===== src/rtl/csa_tree_acc.sv =====
// Pipelined multi-operand carry-save adder tree with optional carry-save accumulation.
// Stage 1 reduces the operands (plus the fed-back sum/carry pair) with 3:2 layers; stage 2 resolves the pair.
module csa_tree_acc #(
    parameter int WIDTH     = 8,
    parameter int NUM_OPS   = 4,
    parameter int ACC_WIDTH = 16
) (
    input  logic                       clk,
    input  logic                       rst_n,
    input  logic                       in_valid,
    output logic                       in_ready,
    input  logic [NUM_OPS*WIDTH-1:0]   in_data,
    input  logic                       in_mode,
    input  logic                       in_last,
    input  logic                       clear,
    output logic                       out_valid,
    input  logic                       out_ready,
    output logic [ACC_WIDTH-1:0]       out_sum
);

    // Tree rows: the operands followed by the two feedback rows.
    localparam int N0 = NUM_OPS + 2;

    function automatic int rows_after(input int n, input int layers);
        int c;
        c = n;
        for (int i = 0; i < layers; i++) begin
            c = 2 * (c / 3) + (c % 3);
        end
        return c;
    endfunction

    function automatic int layer_count(input int n);
        int c;
        int l;
        c = n;
        l = 0;
        for (int i = 0; i < 32; i++) begin
            if (c > 2) begin
                c = 2 * (c / 3) + (c % 3);
                l = l + 1;
            end
        end
        return l;
    endfunction

    localparam int NL = layer_count(N0);

    generate
        if (NUM_OPS < 2 || NUM_OPS > 16) begin : g_bad_num_ops
            $error("csa_tree_acc: NUM_OPS must be in 2..16");
        end
        if (ACC_WIDTH < WIDTH + $clog2(NUM_OPS)) begin : g_bad_acc_width
            $error("csa_tree_acc: ACC_WIDTH must be >= WIDTH + clog2(NUM_OPS)");
        end
    endgenerate

    logic                 s1_valid_reg;
    logic                 s1_emit_reg;
    logic [ACC_WIDTH-1:0] s1_s_reg;
    logic [ACC_WIDTH-1:0] s1_c_reg;
    logic                 acc_active_reg;
    logic                 out_valid_reg;
    logic [ACC_WIDTH-1:0] out_sum_reg;

    logic                 adv;
    logic                 accept;
    logic                 use_fb;

    logic [ACC_WIDTH-1:0] tree [0:NL][0:N0-1];

    assign adv       = !out_valid_reg || out_ready;
    assign in_ready  = adv;
    assign accept    = in_valid && adv;
    // A clear in the accepting cycle starts a fresh group, so the feedback is dropped.
    assign use_fb    = acc_active_reg && !clear;
    assign out_valid = out_valid_reg;
    assign out_sum   = out_sum_reg;

    generate
        for (genvar gi = 0; gi < N0; gi++) begin : g_row0
            if (gi < NUM_OPS) begin : g_op
                assign tree[0][gi] = ACC_WIDTH'(in_data[gi*WIDTH +: WIDTH]);
            end else if (gi == NUM_OPS) begin : g_fb_s
                assign tree[0][gi] = use_fb ? s1_s_reg : '0;
            end else begin : g_fb_c
                assign tree[0][gi] = use_fb ? s1_c_reg : '0;
            end
        end

        for (genvar li = 0; li < NL; li++) begin : g_layer
            localparam int NIN  = rows_after(N0, li);
            localparam int NG   = NIN / 3;
            localparam int NOUT = 2 * NG + (NIN % 3);
            for (genvar gi = 0; gi < N0; gi++) begin : g_slot
                if (gi < 2 * NG) begin : g_csa
                    if (gi % 2 == 0) begin : g_sum
                        assign tree[li+1][gi] = tree[li][3*(gi/2)]
                                              ^ tree[li][3*(gi/2)+1]
                                              ^ tree[li][3*(gi/2)+2];
                    end else begin : g_carry
                        assign tree[li+1][gi] = ((tree[li][3*(gi/2)]   & tree[li][3*(gi/2)+1])
                                               | (tree[li][3*(gi/2)]   & tree[li][3*(gi/2)+2])
                                               | (tree[li][3*(gi/2)+1] & tree[li][3*(gi/2)+2])) << 1;
                    end
                end else if (gi < NOUT) begin : g_pass
                    assign tree[li+1][gi] = tree[li][3*NG + gi - 2*NG];
                end else begin : g_zero
                    assign tree[li+1][gi] = '0;
                end
            end
        end
    endgenerate

    always_ff @(posedge clk or negedge rst_n) begin
        if (!rst_n) begin
            s1_valid_reg   <= 1'b0;
            s1_emit_reg    <= 1'b0;
            s1_s_reg       <= '0;
            s1_c_reg       <= '0;
            acc_active_reg <= 1'b0;
        end else if (adv) begin
            if (accept) begin
                s1_s_reg       <= tree[NL][0];
                s1_c_reg       <= tree[NL][1];
                s1_valid_reg   <= 1'b1;
                s1_emit_reg    <= !in_mode || in_last;
                acc_active_reg <= in_mode && !in_last;
            end else begin
                s1_valid_reg <= 1'b0;
                if (clear) begin
                    acc_active_reg <= 1'b0;
                    s1_s_reg       <= '0;
                    s1_c_reg       <= '0;
                end
            end
        end else if (clear) begin
            // Stalled: keep a result still waiting for stage 2, only end the group.
            acc_active_reg <= 1'b0;
            if (!(s1_valid_reg && s1_emit_reg)) begin
                s1_s_reg <= '0;
                s1_c_reg <= '0;
            end
        end
    end

    always_ff @(posedge clk or negedge rst_n) begin
        if (!rst_n) begin
            out_valid_reg <= 1'b0;
            out_sum_reg   <= '0;
        end else if (adv) begin
            if (s1_valid_reg && s1_emit_reg) begin
                out_sum_reg   <= s1_s_reg + s1_c_reg;
                out_valid_reg <= 1'b1;
            end else begin
                out_valid_reg <= 1'b0;
            end
        end
    end

endmodule


===== config.mk =====
export PLATFORM = sky130hd
export DESIGN_NAME = csa_tree_acc
export DESIGN_NICKNAME = d
export VERILOG_FILES = /design/src/rtl/csa_tree_acc.sv
export SDC_FILE = /design/constraint.sdc
export NUM_CORES = 1
export LEC_CHECK = 0
export CELL_PAD_IN_SITES_DETAIL_PLACEMENT = 0
export CELL_PAD_IN_SITES_GLOBAL_PLACEMENT = 1
export CORE_MARGIN = 3
export CORE_UTILIZATION = 42
export DETAILED_ROUTE_END_ITERATION = 7
export PLACE_DENSITY = 0.79
export SETUP_SLACK_MARGIN = 0.2
export SYNTH_ARGS = -nofsm -noshare
export SYNTH_HDL_FRONTEND = slang
export SYNTH_SLANG_ARGS = --single-unit

===== constraint.sdc =====
create_clock -name clk -period 3.5 [get_ports clk]
set_input_delay 0.875 -clock clk [delete_from_list [all_inputs] [get_ports clk]]
set_output_delay 0.875 -clock clk [all_outputs]
set_load 0.01 [all_outputs]

==> results.md, run 1 <==
* Placer congestion estimate at 0.816
* Design area at 0.00429 mm2
* Initial antenna violation count at 0
* Port bufs at 56
* Status: complete, no violations
* Root Buffer Master: clkbuf_8
* Register area share after synthesis at 0.364
* Setup CP Type: in2reg
* Clk_lat worst skew at 0.30 ns
* Post-synth EDFFs at 0
* Post-synth ARST share at 1.00
* Via count at 2,421
* Total track usage at 0.153
* Die height at 96.5 um
* Largest net degree at the start of global routing at 31
* VDD IR-drop max at 0.235 mV
* DRT iter0 DRCs at 65
* Fmax at 315 MHz
* Min Hold Slack at 0.486 ns
* Layout area overhead at 24.6%
* Hold Path Depth at 2
* Post-layout minimum cycle time at 3.17 ns
* H-tree Lvls at 2
* Inst Count DP at 481
* RSZ-0062 raised after global routing: false
* Clock Tree Buf Depth at 2
* Cell area after placement at 0.00413 mm2
* CP Depth at 10
* IO Count at 57
* CTS Buf Count at 5
* Post-synth top area share at 0.364
* Worst slew pin tran at 0.825 ns
* Core Region at 0.00785 mm2
* Non-Filler Instances at 491
* Die ar. at 0.00931 mm2
* Max Cap Viol at 0
* Initial core utilization at 0.438
* Die Width at 96.5 um
* Yosys top cell by area: dfrtp_1
* Period utilisation layout at 0.906
* Final hold viol count at 0
* Global-route wire length before repair at 11,000 um
* Synthesized Nets at 428
* Largest cells by area after synthesis: dfrtp_1, fa_1, ha_1, nand2_1, o21ai_1
* Router iterations before antenna repair at 4
* Layout cells sized above 1 at 0.0694
* Post-layout util at 0.546
* Synth Register Bits at 50
* CP Capture Type: flop
* Critical Path Start Type: primary input
* N_diodes at 0
* Cell Pwr Density at 430 mW/mm2
* Synth Instances at 329
* Mean Syn Cell Area at 10.5 um2
* Finish-stage setup viols at 0
* CP arrival at 3.34 ns
* Rel. slew slack at 0.449
* Critical Path RT at 3.67 ns
* Static Leak at 1.99 nW
* R2R cell count at 9
* Number of global-route vias before repair at 2,385
* Clock slew at reported path FFs at 0.10 ns
* Critical path's largest stage delay at 0.55 ns
* Grt total ovfl at 0
* Vias per inst at 4.93
* Post-synthesis instance area at 0.00344 mm2
* CP top delay family: adder cells
* Row cnt at 32
* Ys Warns at 0
* Most frequent CP cell: fa_1
* Max Clock Skew at 0.00815 ns
* Buf+Inv Stages, Crit Path at 4
* Avg WL per Cell at 13.2 um
* Antenna Violating Nets Remaining at 0
* Hold crit path type: reg2reg
* CTS tree: yes
* Hpwl dp at 5060 um
* Crit-path cells: clkdlybuf4s50_1 -> nor2b_4 -> buf_4 -> clkbuf_16 -> and2_1 -> ha_1 -> fa_1 -> inv_1 -> fa_1 -> o21ai_1
* Critical path peak fanout at 11
* Nets at 487
* Total routed wirelength at 6500 um
* Pins Over Slew Limit at 0
* Fill count at 715
* Ys flop type: dfrtp_1
* Clk sink count at 50
* Number of distinct library cells after synthesis at 36
* Crit-path slowest cell: fa_1
* Drt drc at 0
==> Yosys cell counts (4+ instances only) <==
cell type / instances
a21o_1: 6
a21oi_1: 8
a22o_1: 11
and2_1: 18
buf_2: 5
clkbuf_1: 8
dfrtp_1: 50
fa_1: 31
ha_1: 29
inv_1: 35
mux2_1: 4
nand2_1: 51
o21ai_1: 34
xnor2_1: 9
xor2_1: 4
==> worst min-delay path, cell delays in order (launching register included) <==
cell and delay (ns):
dfrtp_1 0.35, nand2_1 0.05, o21ai_1 0.06
==> cell usage in the layout, fill, tap and decap left out, types with 2 or more instances in the layout <==
cell	count
inv_1	35
a21oi_2	2
ha_1	29
nand3_1	2
nand4_1	2
clkdlybuf4s50_1	55
fa_1	31
nand2_1	51
clkbuf_8	5
dfrtp_1	50
nand2b_1	2
nor2_1	2
xor2_1	4
mux2_1	4
buf_4	7
a21o_1	6
and2_1	18
a21oi_1	8
xnor2_1	9
a22o_1	11
clkinvlp_4	2
o21ai_1	34
==> power breakdown <==
part           switching [mW]  internal (mW)  total (mW)  leakage (nW)
sequential             0.0801          0.686       0.766         0.663
clock                   0.197          0.213       0.409        0.0504
combinational           0.340          0.327       0.668          1.28
==> final cells by class <==
cell class                 instances  area, um2  share of cell area
inverter                          35        131              0.0306
sequential                        50       1250               0.292
timing repair buffer              65        653               0.152
multi-input combinational        231       2010               0.469
tap                              102        128              0.0298
clock inverter                     3       45.0              0.0105
clock buffer                       5       68.8              0.0161
==> kinds of logic after synthesis <==
kind of cell | synth area share
xor+xnor | 0.0331
fa+ha+maj | 0.286
simple gates | 0.111
mux | 0.0131
buf+inv | 0.0542
flops | 0.364
compound gates | 0.139
==> stage by stage <==
stage / total power, mW / worst slack, ns / TNS [ns]
finish: 1.84 / 0.328 / 0
global route: 1.98 / 0.218 / 0
global placement: 1.43 / -0.0332 / -0.0332
detailed placement: 1.45 / -0.0692 / -0.220
CTS: 1.87 / 0.257 / 0
floorplan: 1.16 / 0.216 / 0
==> path summary, 6_finish.rpt <==
check,from,end,slack (ns)
max in group asynchronous,rst_n,s1_c_reg[7]$_DFFE_PN0P_,2.22
min in group asynchronous,rst_n,out_sum[14]$_DFFE_PN0P_,0.55
hold / removal,out_sum[13]$_DFFE_PN0P_,out_sum[13]$_DFFE_PN0P_,0.49
setup reg to reg,acc_active_reg$_DFF_PN0_,s1_s_reg[1]$_DFFE_PN0P_,0.97
setup / recovery,clear,s1_s_reg[1]$_DFFE_PN0P_,0.33
hold reg to reg,out_sum[13]$_DFFE_PN0P_,out_sum[13]$_DFFE_PN0P_,0.49
==> timing repair <==
item	in CTS	in global routing
resized for setup	0	2
endpoints found under the setup margin	0	4
hold buffers	0	0
setup buffers	0	1
==> metal layers <==
metal / wire length [um] / track usage
met1: 3060 / 0.210
met2: 3120 / 0.252
met3: 187 / 0.0163
met4: 129 / 0.0537
met5: 0 / 0
Power figures use the tool's default switching activity.
==> inputs of run 2 (changes only) <==
- CTS_BUF_LIST: default -> sky130_fd_sc_hd__clkbuf_4 sky130_fd_sc_hd__clkbuf_8 sky130_fd_sc_hd__clkbuf_16
==> results of run 2 <==
The final DEF is identical to that of run 1; final timing and power are the same.
